[config.mk]
export PLATFORM = sky130hd
export DESIGN_NAME = pll_reset_sequencer
export DESIGN_NICKNAME = d
export VERILOG_FILES = /design/src/rtl/pll_seq_pkg.sv /design/src/rtl/sync2.sv /design/src/rtl/pll_reset_sequencer.sv
export SDC_FILE = /design/constraint.sdc
export NUM_CORES = 1
export LEC_CHECK = 0
export BUFFER_PORTS_ARGS = -buffer_cell sky130_fd_sc_hd__buf_2
export CAP_MARGIN = 15
export CORE_AREA = 5 5 86 88
export DETAILED_ROUTE_END_ITERATION = 10
export DIE_AREA = 0 0 91 93
export PLACE_DENSITY = 0.49
export SLEW_MARGIN = 20
export SYNTH_ARGS = -nofsm -noshare
export SYNTH_HDL_FRONTEND = slang
export SYNTH_SLANG_ARGS = --single-unit
[constraint.sdc]
create_clock -name clock -period 5.1 [get_ports clock]
set_clock_uncertainty 0.05 [all_clocks]
set_input_delay 1.275 -clock clock [delete_from_list [all_inputs] [get_ports clock]]
set_output_delay 1.275 -clock clock [all_outputs]
set_load 0.01 [all_outputs]
[src/rtl/pll_seq_pkg.sv]
// Shared definitions for the PLL reset sequencer: FSM state encoding,
// default timing constants and a small elaboration-time helper.
package pll_seq_pkg;

  localparam int DEF_STABLE_CYCLES = 1024;
  localparam int DEF_STAGE_GAP     = 16;

  typedef enum logic [1:0] {
    WAIT_LOCK = 2'd0,
    STABLE    = 2'd1,
    RELEASE   = 2'd2,
    RUN       = 2'd3
  } seq_state_e;

  function automatic int max_int(input int a, input int b);
    return (a > b) ? a : b;
  endfunction

endpackage

[src/rtl/sync2.sv]
// Generic two-flop synchronizer with asynchronous active-high reset to 0.
module sync2 (
  input  logic clock,
  input  logic reset,
  input  logic i_d,
  output logic o_q
);

  logic r_meta;
  logic r_sync;

  always_ff @(posedge clock or posedge reset) begin
    if (reset) begin
      r_meta <= 1'b0;
      r_sync <= 1'b0;
    end else begin
      r_meta <= i_d;
      r_sync <= r_meta;
    end
  end

  assign o_q = r_sync;

endmodule

[src/rtl/pll_reset_sequencer.sv]
// Staged reset release behind the PLL lock, with lock-loss and soft-reset re-arm.
// Optional lock-loss counter output enabled by `define PLL_RESET_SEQ_LOSS_COUNT_EN.
module pll_reset_sequencer
  import pll_seq_pkg::*;
#(
  parameter  int STABLE_CYCLES = DEF_STABLE_CYCLES,
  parameter  int NUM_STAGES    = 3,
  parameter  int STAGE_GAP     = DEF_STAGE_GAP,
  localparam int CNT_W         = $clog2(max_int(STABLE_CYCLES, STAGE_GAP)) + 1
) (
  input  logic                  clock,
  input  logic                  reset,
  input  logic                  pll_lock,
  input  logic                  soft_req,
  output logic                  soft_ack,
  output logic [NUM_STAGES-1:0] rst_stage,
  output logic                  ready,
  output logic                  lock_lost
`ifdef PLL_RESET_SEQ_LOSS_COUNT_EN
  ,
  output logic [7:0]            loss_count
`endif
);

  localparam logic [CNT_W-1:0]      STABLE_CNT = CNT_W'(STABLE_CYCLES);
  localparam logic [CNT_W-1:0]      GAP_CNT    = CNT_W'(STAGE_GAP);
  localparam logic [CNT_W-1:0]      ONE_CNT    = CNT_W'(1);
  localparam logic [2:0]            LAST_IDX   = 3'(NUM_STAGES - 1);
  localparam logic [NUM_STAGES-1:0] ONE_STG    = NUM_STAGES'(1);

  seq_state_e            r_state, w_state_nxt;
  logic [CNT_W-1:0]      r_cnt, w_cnt_nxt;
  logic [2:0]            r_idx, w_idx_nxt;
  logic [NUM_STAGES-1:0] r_rst_stage, w_rst_nxt;
  logic                  r_ready, w_ready_nxt;
  logic                  r_soft_ack, w_ack_nxt;
  logic                  r_lock_lost, w_lost_nxt;
  logic                  r_soft_armed, w_armed_nxt;
  logic                  w_lock_s;
  logic                  w_running;

  sync2 u_lock_sync (
    .clock (clock),
    .reset (reset),
    .i_d   (pll_lock),
    .o_q   (w_lock_s)
  );

  assign w_running = (r_state == RELEASE) || (r_state == RUN);

  always_ff @(posedge clock or posedge reset) begin
    if (reset) begin
      r_state      <= WAIT_LOCK;
      r_cnt        <= '0;
      r_idx        <= '0;
      r_rst_stage  <= '1;
      r_ready      <= 1'b0;
      r_soft_ack   <= 1'b0;
      r_lock_lost  <= 1'b0;
      r_soft_armed <= 1'b1;
    end else begin
      r_state      <= w_state_nxt;
      r_cnt        <= w_cnt_nxt;
      r_idx        <= w_idx_nxt;
      r_rst_stage  <= w_rst_nxt;
      r_ready      <= w_ready_nxt;
      r_soft_ack   <= w_ack_nxt;
      r_lock_lost  <= w_lost_nxt;
      r_soft_armed <= w_armed_nxt;
    end
  end

  // Lock loss outranks the soft request, which outranks normal sequencing.
  always_comb begin
    w_state_nxt = r_state;
    w_cnt_nxt   = r_cnt;
    w_idx_nxt   = r_idx;
    w_rst_nxt   = r_rst_stage;
    w_ready_nxt = r_ready;
    w_ack_nxt   = 1'b0;
    w_lost_nxt  = r_lock_lost;
    w_armed_nxt = soft_req ? r_soft_armed : 1'b1;

    if (w_running && !w_lock_s) begin
      w_state_nxt = WAIT_LOCK;
      w_cnt_nxt   = '0;
      w_idx_nxt   = '0;
      w_rst_nxt   = '1;
      w_ready_nxt = 1'b0;
      w_lost_nxt  = 1'b1;
    end else if (w_running && soft_req && r_soft_armed) begin
      w_state_nxt = STABLE;
      w_cnt_nxt   = ONE_CNT;
      w_idx_nxt   = '0;
      w_rst_nxt   = '1;
      w_ready_nxt = 1'b0;
      w_ack_nxt   = 1'b1;
      w_armed_nxt = 1'b0;
    end else begin
      case (r_state)
        WAIT_LOCK: begin
          w_rst_nxt   = '1;
          w_ready_nxt = 1'b0;
          if (w_lock_s) begin
            w_state_nxt = STABLE;
            w_cnt_nxt   = ONE_CNT;
          end
        end
        STABLE: begin
          if (!w_lock_s) begin
            w_state_nxt = WAIT_LOCK;
            w_cnt_nxt   = '0;
          end else if (r_cnt == STABLE_CNT) begin
            w_rst_nxt = r_rst_stage & ~ONE_STG;
            w_idx_nxt = 3'd1;
            w_cnt_nxt = ONE_CNT;
            if (NUM_STAGES == 1) begin
              w_state_nxt = RUN;
              w_ready_nxt = 1'b1;
            end else begin
              w_state_nxt = RELEASE;
            end
          end else begin
            w_cnt_nxt = r_cnt + ONE_CNT;
          end
        end
        RELEASE: begin
          if (r_cnt == GAP_CNT) begin
            w_rst_nxt = r_rst_stage & ~(ONE_STG << r_idx);
            w_idx_nxt = r_idx + 3'd1;
            w_cnt_nxt = ONE_CNT;
            if (r_idx == LAST_IDX) begin
              w_state_nxt = RUN;
              w_ready_nxt = 1'b1;
            end
          end else begin
            w_cnt_nxt = r_cnt + ONE_CNT;
          end
        end
        RUN: begin
        end
        default: begin
          w_state_nxt = WAIT_LOCK;
        end
      endcase
    end
  end

  assign soft_ack  = r_soft_ack;
  assign rst_stage = r_rst_stage;
  assign ready     = r_ready;
  assign lock_lost = r_lock_lost;

`ifdef PLL_RESET_SEQ_LOSS_COUNT_EN
  logic [7:0] r_loss_count;
  logic       w_loss_evt;

  assign w_loss_evt = w_running && !w_lock_s;

  always_ff @(posedge clock or posedge reset) begin
    if (reset) begin
      r_loss_count <= '0;
    end else if (w_loss_evt && (r_loss_count != 8'hFF)) begin
      r_loss_count <= r_loss_count + 8'd1;
    end
  end

  assign loss_count = r_loss_count;
`endif

endmodule

==> flow_summary.toml <==
[synthesis]
synth_top_area_cell = "dfrtp_1"
synth_area_leaders = "dfrtp_1 (33%), ha_1 (7.9%), dfstp_2 (6.6%), a21oi_1 (4.7%), o21ai_0 (4.1%)"
yosys-top-cells-count = "dfrtp_1 (21), nand2_1 (16), a21oi_1 (15)"
yosysSeqAreaShare = 0.3969
yosysMostFrequentCell = "dfrtp_1"
synth_top_area_share = 0.3307
synth_area_sq_um = 1589
yosysWarnings = 0
postSynthAreaPerCell_sq_um = 9.515
synth_seq_cells = 25
synth-async-reset-ratio = 1.000
ys.flop_type = "dfrtp_1"
netlist_instances = 167
synth_cell_types = 46
synth_edf_count = 0
syn_nets = 181

[floorplanning]
dieWidth_um = 91
die_area_sq_um = 8463
start_util = 0.2419
die_y_um = 93
rows = 30
core_area_sq_um = 6569
io_pins = 10

[clocking]
postCtsResizedCells = 0
worstSkewPairLatency_ns = 0.27
postCtsSetupRepairBufs = 0
cts_buffer_depth = 2
clockRootBuffer = "clkbuf_8"
htree_levels = 1
cts_sinks = 25
path_clk_slew_ns = 0.08
ctsHoldBuffers = 0
cts-buffers-inserted = 3
cts_tree = "yes"

[worst_setup_path]
rrSetupSlack_ns = 2.45
crit_path_end_kind = "flop"
rr_worst_depth = 7
path_class = "in2reg"
crit_required_ns = 5.24
critPathLaunchType = "input pin"
cp_max_fo = 19
slowest_stage = "a21oi_2"
worstPathArrival_ns = 2.85
regToRegStartpoint = "r_state[0]"
cp_cell_sequence = "buf_2 -> a21boi_4 -> o221ai_1 -> a21oi_2 -> a41oi_1 -> a31oi_1"
r2r_end = "r_cnt[7]"
slowest_delay_ns = 0.62

[routing]
wl_per_cell_um = 13.52
drt-vias-per-instance = 4.977
dr.pass1.iters = 4
drcViolationCount = 0
drt_iter0_drc = 51
drt.antenna.violating_nets = 0
vias = 1279
totalWireLength_mm = 3.474

[global_routing]
grt_pass1_vias = 1270
grt_max_degree = 26
grt_antenna_before_repair = 0
grt_pass1_wl_mm = 6.120
grt_usage = 0.08707
grt_overflow = 0

[sta]
worst_slew_pin_slew_ns = 0.7599
maxSlewViolCount = 0
setup_violations = 0
tns_ns = 0
hold_violations = 0
finalCriticalPeriod_ns = 2.706
rsz0062_at_grt = "false"
clock.fmax_ghz = 0.3695
relSlewSlack = 0.4881
min_period_over_period = 0.5307

[cells_and_area]
fin_util = 0.2663
diodes = 0
area_delta_synth_final_pct = 10.08
fin_nets = 192
layout-drive-gt1-share = 0.1864
final_area_sq_um = 1749

[min_path]
hold_path_depth = 0
min-delay-start = "u_lock_sync.r_meta"
hp-class = "reg2reg"
whs_endpoint = "u_lock_sync.o_q"

[job]
drv_cap = 0

[status]
status = "complete, no violations"

[placed_design]
hpwl_mm = 2.504
placed_area_sq_um = 1704
portBuffers = 9
routabilityCongestion = 0.7659

[power_and_ir_drop]
vdd_drop_max_v = 0.0001609
p_leak_nw = 0.7200
powerDensity_nw_per_um2 = 418.9
-- state kept, by name (all words and copies together), names as in the netlist --
register            flops
u_lock_sync.r_meta      1
ready                   1
r_idx                   3
u_lock_sync.o_q         1
r_state                 2
soft_ack                1
r_soft_armed            1
lock_lost               1
r_cnt                  11
rst_stage               3
-- how the worst max path moves through the flow --
stage	start	end	depth (start not counted)
after floorplan	soft_req	r_cnt[5]	6
after global placement	soft_req	r_cnt[7]	6
after detailed placement	soft_req	r_cnt[7]	6
after CTS	r_state[0]	r_cnt[7]	7
after global routing	r_state[0]	r_cnt[7]	7
final	soft_req	r_cnt[7]	6
-- cell type report --
type | instances | area (sq um)
clock buffers | 4 | 45.04
fillers | 702 | 4820
inverters | 12 | 45.04
multi-input cells | 127 | 883.3
flip-flops and latches | 25 | 630.6
well taps | 80 | 100.1
repair buffers | 9 | 45.04
-- layer usage --
metal / GRT usage / up-vias / part of all wire
met4: 0.02200 / 0 / 0.011
met5: 0 / - / 0
met2: 0.1484 / 18 / 0.46
met3: 0.02172 / 4 / 0.031
li1: - / 641 / -
met1: 0.1099 / 616 / 0.50
-- power by group --
group          leakage [nW]  switching (mW)  internal (mW)
logic                 0.379           0.214          0.131
clock network        0.0228          0.0664         0.0560
registers             0.318          0.0325          0.233
total                 0.720           0.313          0.420
-- placed cells by master, fill, tap and decap left out, types with 2 or more instances in the layout --
cell type / Yosys / layout
o21ai_0: 13 / 13
or2b_2: 3 / 3
a21oi_1: 15 / 15
nand3_1: 4 / 4
a22o_1: 3 / 3
nor3_1: 3 / 3
mux2i_1: 2 / 2
dfrtp_1: 21 / 21
ha_1: 10 / 10
a41oi_1: 2 / 2
a31oi_1: 8 / 8
clkbuf_8: 0 / 3
nand4_1: 2 / 2
inv_1: 12 / 11
buf_2: 0 / 9
nand3b_1: 2 / 2
dfstp_2: 4 / 4
o22ai_1: 4 / 4
nand2b_1: 5 / 5
nor3b_1: 2 / 2
nor2_1: 8 / 8
o21bai_1: 2 / 2
nand2_1: 16 / 16
-- worst max-delay path, delay by kind of cell --
kind | cells | cell delay [ns]
buffers and inverters | 1 | 0.14
AOI/OAI and AO/OA | 5 | 1.42
-- logic make-up after synthesis --
logic type | after synthesis | synth area share
AND/OR/NAND/NOR | 55 | 0.2095
buffers and inverters | 15 | 0.04724
AO/OA/AOI/OAI | 60 | 0.2551
multiplexers | 2 | 0.01260
flip-flops | 25 | 0.3968
adder cells (fa/ha/maj) | 10 | 0.07874
-- through the flow --
stage / hold WS (ns) / power (mW) / setup WS [ns] / instances
floorplan: 0.2812 / 0.5400 / 2.679 / 167
detailed placement: 0.2902 / 0.6166 / 2.128 / 253
finish: 0.3098 / 0.7327 / 2.394 / 257
CTS: 0.3126 / 0.7471 / 2.400 / 257
global placement: 0.2854 / 0.6193 / 2.175 / 253
global route: 0.3201 / 0.7963 / 2.198 / 257
(Power assumes the default switching activity.)
